`src/rtl/alu_ctrl_pkg.sv`:
```
// Shared constants for the ALU control decoder and the multiply/divide unit:
// ALU function codes, ALUOp classes, R-type funct values and FSM states.
package alu_ctrl_pkg;

  localparam int unsigned ALU_CTRL_W = 4;
  localparam int unsigned ALUOP_W    = 2;
  localparam int unsigned FUNCT_W    = 6;

  // ALU function codes driven on ALU_control
  localparam logic [ALU_CTRL_W-1:0] ALU_AND  = 4'b0000;
  localparam logic [ALU_CTRL_W-1:0] ALU_OR   = 4'b0001;
  localparam logic [ALU_CTRL_W-1:0] ALU_ADD  = 4'b0010;
  localparam logic [ALU_CTRL_W-1:0] ALU_SUB  = 4'b0110;
  localparam logic [ALU_CTRL_W-1:0] ALU_SLT  = 4'b0111;
  localparam logic [ALU_CTRL_W-1:0] ALU_MEM  = 4'b1000;
  localparam logic [ALU_CTRL_W-1:0] ALU_MFHI = 4'b1010;
  localparam logic [ALU_CTRL_W-1:0] ALU_MFLO = 4'b1011;
  localparam logic [ALU_CTRL_W-1:0] ALU_NOR  = 4'b1100;
  localparam logic [ALU_CTRL_W-1:0] ALU_NOP  = 4'b1111;

  // ALUOp classes from main control
  localparam logic [ALUOP_W-1:0] ALUOP_MEM   = 2'b00;
  localparam logic [ALUOP_W-1:0] ALUOP_BR    = 2'b01;
  localparam logic [ALUOP_W-1:0] ALUOP_RTYPE = 2'b10;
  localparam logic [ALUOP_W-1:0] ALUOP_NONE  = 2'b11;

  // R-type funct field values
  localparam logic [FUNCT_W-1:0] FUNCT_AND   = 6'b100100;
  localparam logic [FUNCT_W-1:0] FUNCT_OR    = 6'b100101;
  localparam logic [FUNCT_W-1:0] FUNCT_ADD   = 6'b100000;
  localparam logic [FUNCT_W-1:0] FUNCT_SUB   = 6'b100010;
  localparam logic [FUNCT_W-1:0] FUNCT_SLT   = 6'b101010;
  localparam logic [FUNCT_W-1:0] FUNCT_NOR   = 6'b100111;
  localparam logic [FUNCT_W-1:0] FUNCT_MFHI  = 6'b010000;
  localparam logic [FUNCT_W-1:0] FUNCT_MFLO  = 6'b010010;
  localparam logic [FUNCT_W-1:0] FUNCT_MULTU = 6'b011001;
  localparam logic [FUNCT_W-1:0] FUNCT_DIVU  = 6'b011011;

  typedef enum logic [1:0] {
    ST_IDLE = 2'd0,
    ST_MUL  = 2'd1,
    ST_DIV  = 2'd2,
    ST_DONE = 2'd3
  } state_e;

  // True for the funct values that read or write HI/LO
  function automatic logic uses_hilo(input logic [FUNCT_W-1:0] funct);
    return (funct == FUNCT_MFHI) || (funct == FUNCT_MFLO) ||
           (funct == FUNCT_MULTU) || (funct == FUNCT_DIVU);
  endfunction

endpackage

```
`src/rtl/mdu_iter.sv`:
```
// Iterative unsigned multiply/divide datapath, one result bit per step.
//   clk, rst        : clock, asynchronous active-high reset
//   load            : capture a/b and clear the working state
//   step            : perform one iteration (mode chosen by div_mode)
//   div_mode        : 1 = restoring division, 0 = shift-add multiply
//   a, b            : multiplicand/dividend, multiplier/divisor
//   last_c          : current step is the final one
//   res_hi_c/lo_c   : working registers as they will be after this step;
//                     on the last step these are {hi,lo} of the result
module mdu_iter #(
  parameter int unsigned WIDTH = 32
) (
  input  logic             clk,
  input  logic             rst,
  input  logic             load,
  input  logic             step,
  input  logic             div_mode,
  input  logic [WIDTH-1:0] a,
  input  logic [WIDTH-1:0] b,
  output logic             last_c,
  output logic [WIDTH-1:0] res_hi_c,
  output logic [WIDTH-1:0] res_lo_c
);

  localparam int unsigned SW = WIDTH + 2;
  localparam int unsigned CW = $clog2(WIDTH + 1);

  // upper: partial product high half / partial remainder
  // lower: multiplier being shifted out / dividend shifting into quotient
  logic [WIDTH-1:0] upper_q, upper_d;
  logic [WIDTH-1:0] lower_q, lower_d;
  logic [WIDTH-1:0] operand_q, operand_d;
  logic [CW-1:0]    cnt_q, cnt_d;

  logic [WIDTH:0]   x_c;
  logic [WIDTH:0]   acc_c;
  logic [SW-1:0]    sum_c;
  logic             no_borrow_c;
  logic [WIDTH-1:0] upper_nxt_c;
  logic [WIDTH-1:0] lower_nxt_c;

  // Single shared adder: add for multiply, subtract (two's complement) for divide
  always_comb begin
    x_c         = div_mode ? {upper_q, lower_q[WIDTH-1]} : {1'b0, upper_q};
    sum_c       = {1'b0, x_c} + ({2'b00, operand_q} ^ {SW{div_mode}}) + SW'(div_mode);
    no_borrow_c = ~sum_c[SW-1];
    acc_c       = lower_q[0] ? sum_c[WIDTH:0] : {1'b0, upper_q};
    if (div_mode) begin
      // Restore by keeping the shifted remainder when the subtract borrowed
      upper_nxt_c = no_borrow_c ? sum_c[WIDTH-1:0] : x_c[WIDTH-1:0];
      lower_nxt_c = {lower_q[WIDTH-2:0], no_borrow_c};
    end else begin
      upper_nxt_c = acc_c[WIDTH:1];
      lower_nxt_c = {acc_c[0], lower_q[WIDTH-1:1]};
    end
  end

  // Working-register next state
  always_comb begin
    upper_d   = upper_q;
    lower_d   = lower_q;
    operand_d = operand_q;
    cnt_d     = cnt_q;
    if (load) begin
      upper_d   = '0;
      lower_d   = a;
      operand_d = b;
      cnt_d     = '0;
    end else if (step) begin
      upper_d = upper_nxt_c;
      lower_d = lower_nxt_c;
      cnt_d   = cnt_q + CW'(1);
    end
  end

  always_ff @(posedge clk or posedge rst) begin
    if (rst) begin
      upper_q   <= '0;
      lower_q   <= '0;
      operand_q <= '0;
      cnt_q     <= '0;
    end else begin
      upper_q   <= upper_d;
      lower_q   <= lower_d;
      operand_q <= operand_d;
      cnt_q     <= cnt_d;
    end
  end

  assign last_c   = (cnt_q == CW'(WIDTH - 1));
  assign res_hi_c = upper_nxt_c;
  assign res_lo_c = lower_nxt_c;

endmodule

```
`src/rtl/alu_control_mdu.sv`:
```
// ALU control decoder plus sequencer for an iterative multu/divu unit
// owning the HI/LO registers.
//   clk, reset      : clock, asynchronous active-high reset
//   ALUOp           : main-control operation class
//   instruction     : R-type funct field
//   start           : launch request for multu/divu
//   op_a, op_b      : rs / rt operands
//   ALU_control     : combinational ALU function code (1111 = no ALU op)
//   busy            : iteration in progress
//   done            : one-cycle pulse, HI/LO hold the new result
//   stall           : pipeline hold request (combinational)
//   hi, lo          : HI / LO registers
module alu_control_mdu
  import alu_ctrl_pkg::*;
#(
  parameter int unsigned WIDTH = 32
) (
  input  logic                  clk,
  input  logic                  reset,
  input  logic [ALUOP_W-1:0]    ALUOp,
  input  logic [FUNCT_W-1:0]    instruction,
  input  logic                  start,
  input  logic [WIDTH-1:0]      op_a,
  input  logic [WIDTH-1:0]      op_b,
  output logic [ALU_CTRL_W-1:0] ALU_control,
  output logic                  busy,
  output logic                  done,
  output logic                  stall,
  output logic [WIDTH-1:0]      hi,
  output logic [WIDTH-1:0]      lo
);

  state_e state_q, state_d;

  logic             busy_q, busy_d;
  logic             done_q, done_d;
  logic [WIDTH-1:0] hi_q, hi_d;
  logic [WIDTH-1:0] lo_q, lo_d;

  logic             rtype_c;
  logic             is_multu_c;
  logic             is_divu_c;
  logic             accept_c;
  logic             div_zero_c;
  logic             mdu_load_c;
  logic             mdu_step_c;
  logic             mdu_last_c;
  logic [WIDTH-1:0] mdu_hi_c;
  logic [WIDTH-1:0] mdu_lo_c;

  // ALU function decode; every path ends in a defined code
  always_comb begin
    ALU_control = ALU_NOP;
    unique case (ALUOp)
      ALUOP_MEM:  ALU_control = ALU_MEM;
      ALUOP_BR:   ALU_control = ALU_SUB;
      ALUOP_NONE: ALU_control = ALU_NOP;
      ALUOP_RTYPE: begin
        unique case (instruction)
          FUNCT_AND:  ALU_control = ALU_AND;
          FUNCT_OR:   ALU_control = ALU_OR;
          FUNCT_ADD:  ALU_control = ALU_ADD;
          FUNCT_SUB:  ALU_control = ALU_SUB;
          FUNCT_SLT:  ALU_control = ALU_SLT;
          FUNCT_NOR:  ALU_control = ALU_NOR;
          FUNCT_MFHI: ALU_control = ALU_MFHI;
          FUNCT_MFLO: ALU_control = ALU_MFLO;
          default:    ALU_control = ALU_NOP;
        endcase
      end
      default: ALU_control = ALU_NOP;
    endcase
  end

  assign rtype_c    = (ALUOp == ALUOP_RTYPE);
  assign is_multu_c = rtype_c && (instruction == FUNCT_MULTU);
  assign is_divu_c  = rtype_c && (instruction == FUNCT_DIVU);
  assign accept_c   = (state_q == ST_IDLE) && start && (is_multu_c || is_divu_c);
  assign div_zero_c = is_divu_c && (op_b == '0);

  // State register
  always_ff @(posedge clk or posedge reset) begin
    if (reset) state_q <= ST_IDLE;
    else       state_q <= state_d;
  end

  // Next-state logic; divide by zero bypasses the iteration entirely
  always_comb begin
    state_d = state_q;
    unique case (state_q)
      ST_IDLE: begin
        if (accept_c) begin
          if (is_multu_c)      state_d = ST_MUL;
          else if (div_zero_c) state_d = ST_DONE;
          else                 state_d = ST_DIV;
        end
      end
      ST_MUL, ST_DIV: if (mdu_last_c) state_d = ST_DONE;
      ST_DONE:        state_d = ST_IDLE;
      default:        state_d = ST_IDLE;
    endcase
  end

  // Output / datapath control; HI/LO load as the FSM enters DONE so they
  // are valid in the same cycle as the done pulse
  always_comb begin
    hi_d       = hi_q;
    lo_d       = lo_q;
    mdu_load_c = 1'b0;
    mdu_step_c = 1'b0;
    busy_d     = (state_d == ST_MUL) || (state_d == ST_DIV);
    done_d     = (state_d == ST_DONE);
    unique case (state_q)
      ST_IDLE: begin
        if (accept_c) begin
          if (div_zero_c) begin
            hi_d = op_a;
            lo_d = '1;
          end else begin
            mdu_load_c = 1'b1;
          end
        end
      end
      ST_MUL, ST_DIV: begin
        mdu_step_c = 1'b1;
        if (mdu_last_c) begin
          hi_d = mdu_hi_c;
          lo_d = mdu_lo_c;
        end
      end
      default: ;
    endcase
  end

  always_ff @(posedge clk or posedge reset) begin
    if (reset) begin
      busy_q <= 1'b0;
      done_q <= 1'b0;
      hi_q   <= '0;
      lo_q   <= '0;
    end else begin
      busy_q <= busy_d;
      done_q <= done_d;
      hi_q   <= hi_d;
      lo_q   <= lo_d;
    end
  end

  mdu_iter #(
    .WIDTH (WIDTH)
  ) u_mdu_iter (
    .clk      (clk),
    .rst      (reset),
    .load     (mdu_load_c),
    .step     (mdu_step_c),
    .div_mode (state_q == ST_DIV),
    .a        (op_a),
    .b        (op_b),
    .last_c   (mdu_last_c),
    .res_hi_c (mdu_hi_c),
    .res_lo_c (mdu_lo_c)
  );

  assign busy  = busy_q;
  assign done  = done_q;
  assign hi    = hi_q;
  assign lo    = lo_q;
  // HI/LO consumers must also wait out the DONE cycle
  assign stall = busy_q || (rtype_c && uses_hilo(instruction) && (state_q != ST_IDLE));

endmodule
```
`config.mk`:
```
export PLATFORM = sky130hd
export DESIGN_NAME = alu_control_mdu
export DESIGN_NICKNAME = d
export VERILOG_FILES = /design/src/rtl/alu_ctrl_pkg.sv /design/src/rtl/mdu_iter.sv /design/src/rtl/alu_control_mdu.sv
export SDC_FILE = /design/constraint.sdc
export NUM_CORES = 1
export LEC_CHECK = 0
export CAP_MARGIN = 40
export CORE_ASPECT_RATIO = 1.2
export CORE_MARGIN = 2
export CORE_UTILIZATION = 50
export CTS_BUF_LIST = sky130_fd_sc_hd__clkbuf_8
export CTS_CLUSTER_SIZE = 24
export DETAILED_ROUTE_END_ITERATION = 12
export GPL_TIMING_DRIVEN = 0
export PLACE_DENSITY = 0.73
export SYNTH_ARGS = -nofsm -noshare
export SYNTH_HDL_FRONTEND = slang
export SYNTH_HIERARCHICAL = 1
export SYNTH_SLANG_ARGS = --single-unit
```
`constraint.sdc`:
```
create_clock -name clk -period 5.5 [get_ports clk]
set_input_delay 1.1 -clock clk [delete_from_list [all_inputs] [get_ports clk]]
set_output_delay 1.1 -clock clk [all_outputs]
set_load 0.05 [all_outputs]
```
==> flow_metrics.env, run 1 <==
export IMPL_status="completed"
export IMPL_timing_critical_path_from_type="register"
export IMPL_clkSlewWorstSetupHoldPaths_ps=110
export IMPL_avgSynthCellArea_um2=9.82
export IMPL_seq_power_share_pct=25.9
export IMPL_tritoncts_num_buffers=17
export IMPL_period_needed_ps=5330
export IMPL_ioPinCount=146
export IMPL_firstDrtPassIters=6
export IMPL_timing_critical_path_arrival_ps=5700
export IMPL_tritoncts="done"
export IMPL_power_density_nw_per_um2=478
export IMPL_slew_headroom_pct=44.0
export IMPL_hold_slack_ps=511
export IMPL_period_share_pct=96.9
export IMPL_critical_path_endpoint_type="register"
export IMPL_dpl_hpwl_um=28700
export IMPL_critical_path_max_fanout=10
export IMPL_final_max_slew_viol_count=0
export IMPL_initial_antenna_violation_count=0
export IMPL_worstHoldPathType="reg2reg"
export IMPL_total_via_count_in_the_routed_design=10200
export IMPL_postRouteWirelength_um=36600
export IMPL_post_route_cell_area_um2=14500
export IMPL_max_slew_worst_pin_slew_ps=840
export IMPL_synth_cell_type_count=81
export IMPL_worst_ir_drop_vdd_uv=197
export IMPL_first_global_vias=10100
export IMPL_post_place_cells=1689
export IMPL_synthesis_instances=1221
export IMPL_grt_max_degree=54
export IMPL_leakage_power_nw=6.32
export IMPL_number_of_design_rule_violations_left_by_the_first_detailed_router_iteration=626
export IMPL_power_share_combinational_pct=60.8
export IMPL_final_hold_viol_count=0
export IMPL_worst_ep_required_time_ps=5870
export IMPL_cp_buffers_inverters=6
export IMPL_synth_enable_flop_cells=0
export IMPL_vias_per_cell=5.92
export IMPL_globalplace_congestion=0.969
export IMPL_ratio_of_cells_with_drive_above_1_in_the_final_layout_pct=21.3
export IMPL_avgRoutedWirePerCell_um=21.2
export IMPL_synth_cell_area_um2=12000
export IMPL_diodes=0
export IMPL_most_common_layout_cells="sky130_fd_sc_hd__mux2_2, sky130_fd_sc_hd__dfrtp_1, sky130_fd_sc_hd__clkdlybuf4s50_1"
export IMPL_floorplan_core_area_um2=23700
export IMPL_worstPathCellList="inv_1, ha_1, buf_6, buf_4, clkbuf_4, clkbuf_4, clkbuf_2, o21ai_0, ha_1, nand2_1, nor4_4, nand4_1, o211ai_2, a2bb2o_1, o21a_1, a21oi_1, o21ai_0, mux2_2, mux2_2"
export IMPL_switching_share_pct=49.0
export IMPL_num_nets_final=1505
export IMPL_synth_seq_area_share_pct=35.5
export IMPL_area_delta_synth_final_pct=20.5
export IMPL_grt_ovfl_total=0
export IMPL_die_width_um=145
export IMPL_grt_usage_pct=29.3
export IMPL_cp_slowest_stage_delay_ps=430
export IMPL_synth_net_count=1333
export IMPL_clockPowerShare_pct=13.3
export IMPL_ctsHtreeMaxLevel=4
export IMPL_number_of_standard_cell_rows_in_the_floorplan=62
export IMPL_number_of_max_cap_violations=0
export IMPL_finish_utilization_pct=60.9
export IMPL_synth_flop_cell="sky130_fd_sc_hd__dfrtp_1"
export IMPL_switchingPower_w=0.00338
export IMPL_insertion_delay_ps=480
export IMPL_finalSetupViolations=0
export IMPL_p_int_w=0.00352
export IMPL_grt_first_pass_wirelength_um=57900
export IMPL_crit_slowest_cell="sky130_fd_sc_hd__ha_1"
export IMPL_layout_cells_most_common="sky130_fd_sc_hd__mux2_2"
export IMPL_port_buffers=144
export IMPL_worstSetupPathType="reg2reg"
export IMPL_clock_root_buffer="sky130_fd_sc_hd__clkbuf_8"
export IMPL_synth_yosys_warnings=6
export IMPL_clock_skew_final_ps=18.3
export IMPL_remaining_drc_errors=0
export IMPL_floorplan_initialDensity_pct=50.5
export IMPL_worst_path_dominant_cell_family="buffers and inverters"
export IMPL_cts_buffer_depth=2
export IMPL_final_fill_count=2137
export IMPL_synth_ff_latch_count=170
export IMPL_numClockSinks=170
export IMPL_die_y_um=174
export IMPL_final_cell_count_no_fill=1726
export IMPL_finalPower_w=0.00691
export IMPL_placedInstanceArea_um2=13900
export IMPL_cts_hold_repair_buffers=0
export IMPL_max_clock_freq_mhz=188
export IMPL_dieArea_um2=25300
export IMPL_synthArstFlopShare_pct=100
export IMPL_ant_nets=0
-- routing by layer --
| metal | share of wire (%) | routed length [µm] | vias up | track usage [%] |
|---|---|---|---|---|
| met1 | 43 | 15600 | 4998 | 38.5 |
| met5 | 0 | 0 | - | 0 |
| li1 | - | - | 4771 | - |
| met3 | 5.9 | 2150 | 65 | 4.50 |
| met4 | 2.9 | 1050 | 0 | 9.52 |
| met2 | 49 | 17800 | 381 | 49.7 |
-- worst paths after layout --
kind	to	start	slack, ps	cells after the start
min in group asynchronous	lo[3]$_DFFE_PP0P_	reset	960	2
max reg2reg	hi[25]$_DFFE_PP0P_	state_q[0]$_DFF_PP0_	170	19
max in group asynchronous	u_mdu_iter/operand_q[22]$_DFFE_PP0P_	reset	3630	3
min reg2reg	lo[15]$_DFFE_PP0P_	lo[15]$_DFFE_PP0P_	510	1
min	lo[15]$_DFFE_PP0P_	lo[15]$_DFFE_PP0P_	510	1
max	hi[25]$_DFFE_PP0P_	state_q[0]$_DFF_PP0_	170	19
-- power by group through the flow --
stage               logic, W  registers [W]  clock network (W)
finish               0.00420        0.00179           0.000921
global route         0.00454        0.00183           0.000991
CTS                  0.00408        0.00178           0.000936
detailed placement   0.00402        0.00180                  0
global placement     0.00398        0.00180                  0
floorplan            0.00287        0.00178                  0
-- logic make-up after synthesis --
logic type / synth area share, %
DFF: 35.5
adders and majority gates: 3.92
muxes: 22.5
AOI/OAI and AO/OA: 15.2
xor gates and xnor gates: 4.75
buffers and inverters: 3.82
and+or+nand+nor: 14.4
-- flip-flops by register name (all words and copies together), names as in the netlist --
| signal | count |
|---|---|
| state_q | 2 |
| u_mdu_iter/upper_q | 32 |
| u_mdu_iter/operand_q | 32 |
| hi | 32 |
| done | 1 |
| u_mdu_iter/lower_q | 32 |
| u_mdu_iter/cnt_q | 6 |
| lo | 32 |
| busy | 1 |
-- synthesized netlist by cell type (all sizes together), types with 3 or more instances --
cell type    n  share of area [%]
nor3b       14               0.88
inv         21               0.66
o211ai       5               0.35
clkbuf      50                1.6
nor2        73                2.3
a221oi       3               0.32
buf         29                1.6
or3          6               0.31
o21ai       71                3.0
nand3       24                1.0
o41ai        4               0.29
o31ai        3               0.23
o221ai       4               0.34
a31oi       10               0.77
nor4         9               0.59
o21bai       6               0.38
a22oi        6               0.38
mux2i       52                4.3
nand3b       3               0.19
o21a         8               0.50
nand2      106                3.3
nand4       10               0.52
ha          36                3.8
and3        13               0.68
a21o        25                1.6
xor2        54                3.9
dfrtp      170                 35
xnor2       11               0.80
nand2b      40                2.1
a21oi       58                2.5
a311oi       6               0.44
mux2       191                 18
nor2b       15               0.78
o32ai        6               0.66
a211oi      22                1.4
nor3        19               0.93
-- final cells by class --
type                    instances  area (µm²)  share of cell area [%]
multi-input cells             950        7350                    50.9
flip-flops and latches        170        4250                    29.4
repair buffers                154        1560                    10.8
plain buffers                  78         400                    2.77
well taps                     320         400                    2.77
clock buffers                  18         248                    1.71
clock inverters                14         150                    1.04
inverters                      22        87.6                   0.606
-- what timing repair did --
item / in CTS / in global routing
endpoints found under the hold margin: 0 / 0
gates resized for setup: 17 / 15
setup buffers: 3 / 3
gates cloned: 0 / 0
pin swaps: 2 / 3
endpoints found under the setup margin: 66 / 30
-- per-stage QoR --
step	TNS, ps	setup WS (ps)
after floorplan	0	435
after global placement	-47860	-1200
after detailed placement	-42910	-1230
after CTS	0	48.7
after global routing	-5.53	-5.53
final	0	171
Power figures use the tool's default switching activity.
==> inputs of run 2 (changes only) <==
clock period = 5 ns   (was 5.5 ns; I/O delays follow)
==> run 2 against run 1 <==
Against the previous run: register-to-register slack got worse by 20 ps; combinational power increased by 13%; via count is 0.43% higher; setup slack got worse by 22 ps; sequential power up 11%; first-iteration DRC count down 15%; fmax increased by 9.9%; final cell count is 0.23% higher; power grew 12%; critical endpoint is now hi[26]$_DFFE_PP0P_; clock power rose by 7.3%; count of clock-buffer cells in the layout up 2.
==> flow_metrics.env, run 2 (synthesis gave the netlist of run 1 again) <==
export IMPL_max_slew_worst_pin_slew_ps=849
export IMPL_finalPower_w=0.00772
export IMPL_status="completed"
export IMPL_initial_antenna_violation_count=0
export IMPL_power_density_nw_per_um2=527
export IMPL_dpl_hpwl_um=28900
export IMPL_globalplace_congestion=0.969
export IMPL_first_global_vias=10200
export IMPL_vias_per_cell=5.93
export IMPL_floorplan_core_area_um2=23700
export IMPL_ratio_of_cells_with_drive_above_1_in_the_final_layout_pct=23.4
export IMPL_firstDrtPassIters=5
export IMPL_area_delta_synth_final_pct=22.2
export IMPL_grt_max_degree=55
export IMPL_max_clock_freq_mhz=206
export IMPL_leakage_power_nw=6.37
export IMPL_cts_buffer_depth=2
export IMPL_worstHoldPathType="reg2reg"
export IMPL_period_needed_ps=4850
export IMPL_period_share_pct=97.0
export IMPL_dieArea_um2=25300
export IMPL_floorplan_initialDensity_pct=50.5
export IMPL_slew_headroom_pct=43.4
export IMPL_postRouteWirelength_um=36800
export IMPL_worst_ep_required_time_ps=5380
export IMPL_number_of_max_cap_violations=0
export IMPL_clock_skew_final_ps=13.1
export IMPL_layout_cells_most_common="sky130_fd_sc_hd__mux2_2"
export IMPL_cts_hold_repair_buffers=0
export IMPL_worstSetupPathType="reg2reg"
export IMPL_finalSetupViolations=0
export IMPL_ioPinCount=146
export IMPL_clkSlewWorstSetupHoldPaths_ps=90
export IMPL_grt_ovfl_total=0
export IMPL_most_common_layout_cells="sky130_fd_sc_hd__mux2_2, sky130_fd_sc_hd__dfrtp_1, sky130_fd_sc_hd__clkdlybuf4s50_1"
export IMPL_die_width_um=145
export IMPL_avgRoutedWirePerCell_um=21.3
export IMPL_finish_utilization_pct=61.7
export IMPL_remaining_drc_errors=0
export IMPL_insertion_delay_ps=490
export IMPL_worst_ir_drop_vdd_uv=236
export IMPL_total_via_count_in_the_routed_design=10300
export IMPL_grt_first_pass_wirelength_um=57800
export IMPL_grt_usage_pct=29.5
export IMPL_numClockSinks=170
export IMPL_tritoncts_num_buffers=17
export IMPL_number_of_standard_cell_rows_in_the_floorplan=62
export IMPL_clock_root_buffer="sky130_fd_sc_hd__clkbuf_8"
export IMPL_diodes=0
export IMPL_final_max_slew_viol_count=0
export IMPL_final_hold_viol_count=0
export IMPL_fin_tns_setup_ps=0
export IMPL_ant_nets=0
export IMPL_number_of_design_rule_violations_left_by_the_first_detailed_router_iteration=533
export IMPL_ctsHtreeMaxLevel=4
export IMPL_tritoncts="done"
export IMPL_final_fill_count=2074
export IMPL_reg2reg_slack_ps=150
export IMPL_critical_path_endpoint_type="register"
export IMPL_timing_critical_path_from_type="register"
export IMPL_timing_critical_path_arrival_ps=5230
export IMPL_num_nets_final=1509
export IMPL_critical_path_max_fanout=10
export IMPL_port_buffers=144
export IMPL_die_y_um=174
run 2: cell count changes in the layout (fill, tap and decap cells not counted), moves of 4 or more:
cell,previous run,this run
sky130_fd_sc_hd__buf_4,8,18
sky130_fd_sc_hd__a21oi_2,3,10
sky130_fd_sc_hd__inv_8,6,1
sky130_fd_sc_hd__ha_2,1,5
sky130_fd_sc_hd__buf_6,9,13
sky130_fd_sc_hd__ha_1,35,31
sky130_fd_sc_hd__a21oi_1,55,48
run 2: repair_timing:
item,CTS,global route
setup buffers,7,7
pin swaps,7,13
gates cloned,0,0
endpoints found under the setup margin,66,32
endpoints found under the hold margin,0,0
resized for setup,36,45
run 2: per-stage QoR:
step	instances	hold slack (ps)	area (µm²)	setup WS, ps
after floorplan	1221	501	12000	137
after global placement	1685	488	13800	-1550
after detailed placement	1688	492	13900	-1580
after CTS	1727	513	14500	3.48
after global routing	1730	523	14700	-33.0
final	1730	511	14700	149
run 2: critical path, cell delays in order, from the launching register on:
cell                        delay [ps]
sky130_fd_sc_hd__dfrtp_1           400
sky130_fd_sc_hd__inv_1             140
sky130_fd_sc_hd__ha_1              180
sky130_fd_sc_hd__buf_6             190
sky130_fd_sc_hd__buf_8             190
sky130_fd_sc_hd__buf_6             180
sky130_fd_sc_hd__buf_4             200
sky130_fd_sc_hd__mux2_2            370
sky130_fd_sc_hd__ha_2              390
sky130_fd_sc_hd__a21oi_1           110
sky130_fd_sc_hd__o21a_1            200
sky130_fd_sc_hd__o31a_1            290
sky130_fd_sc_hd__a2111oi_4         460
sky130_fd_sc_hd__nor3_4            110
sky130_fd_sc_hd__buf_4             180
sky130_fd_sc_hd__and3_1            180
sky130_fd_sc_hd__a211oi_1          250
sky130_fd_sc_hd__nand2_1           150
sky130_fd_sc_hd__mux2_2            280
sky130_fd_sc_hd__mux2_4            260
run 2: area by class of cell:
type | count | area, µm² | area share [%]
Buffer | 75 | 437 | 2.98
Clock buffer | 20 | 275 | 1.88
Clock inverter | 12 | 113 | 0.769
Inverter | 22 | 87.6 | 0.598
Multi-Input combinational cell | 950 | 7480 | 51.1
Sequential cell | 170 | 4250 | 29.0
Tap cell | 320 | 400 | 2.73
Timing Repair Buffer | 161 | 1610 | 11.0
run 2: worst paths after layout:
kind | from | endpoint | cells after the start
max | state_q[0]$_DFF_PP0_ | hi[26]$_DFFE_PP0P_ | 19
min | lo[15]$_DFFE_PP0P_ | lo[15]$_DFFE_PP0P_ | 1
max reg2reg | state_q[0]$_DFF_PP0_ | hi[26]$_DFFE_PP0P_ | 19
min reg2reg | lo[15]$_DFFE_PP0P_ | lo[15]$_DFFE_PP0P_ | 1
max in group asynchronous | reset | u_mdu_iter/operand_q[24]$_DFFE_PP0P_ | 3
min in group asynchronous | reset | lo[0]$_DFFE_PP0P_ | 2
run 2: routing by layer:
metal | vias to the layer above | global-route usage, % | share of wire [%]
met3 | 94 | 4.74 | 5.0
li1 | 4791 | - | -
met4 | 0 | 14.2 | 4.8
met1 | 5027 | 38.1 | 43
met5 | - | 0 | 0
met2 | 347 | 48.4 | 47
run 2: where the power goes:
group	switching [W]	leakage, nW	internal, W
clock	0.000550	0.195	0.000438
combinational	0.00284	4.01	0.00192
sequential	0.000318	2.16	0.00166
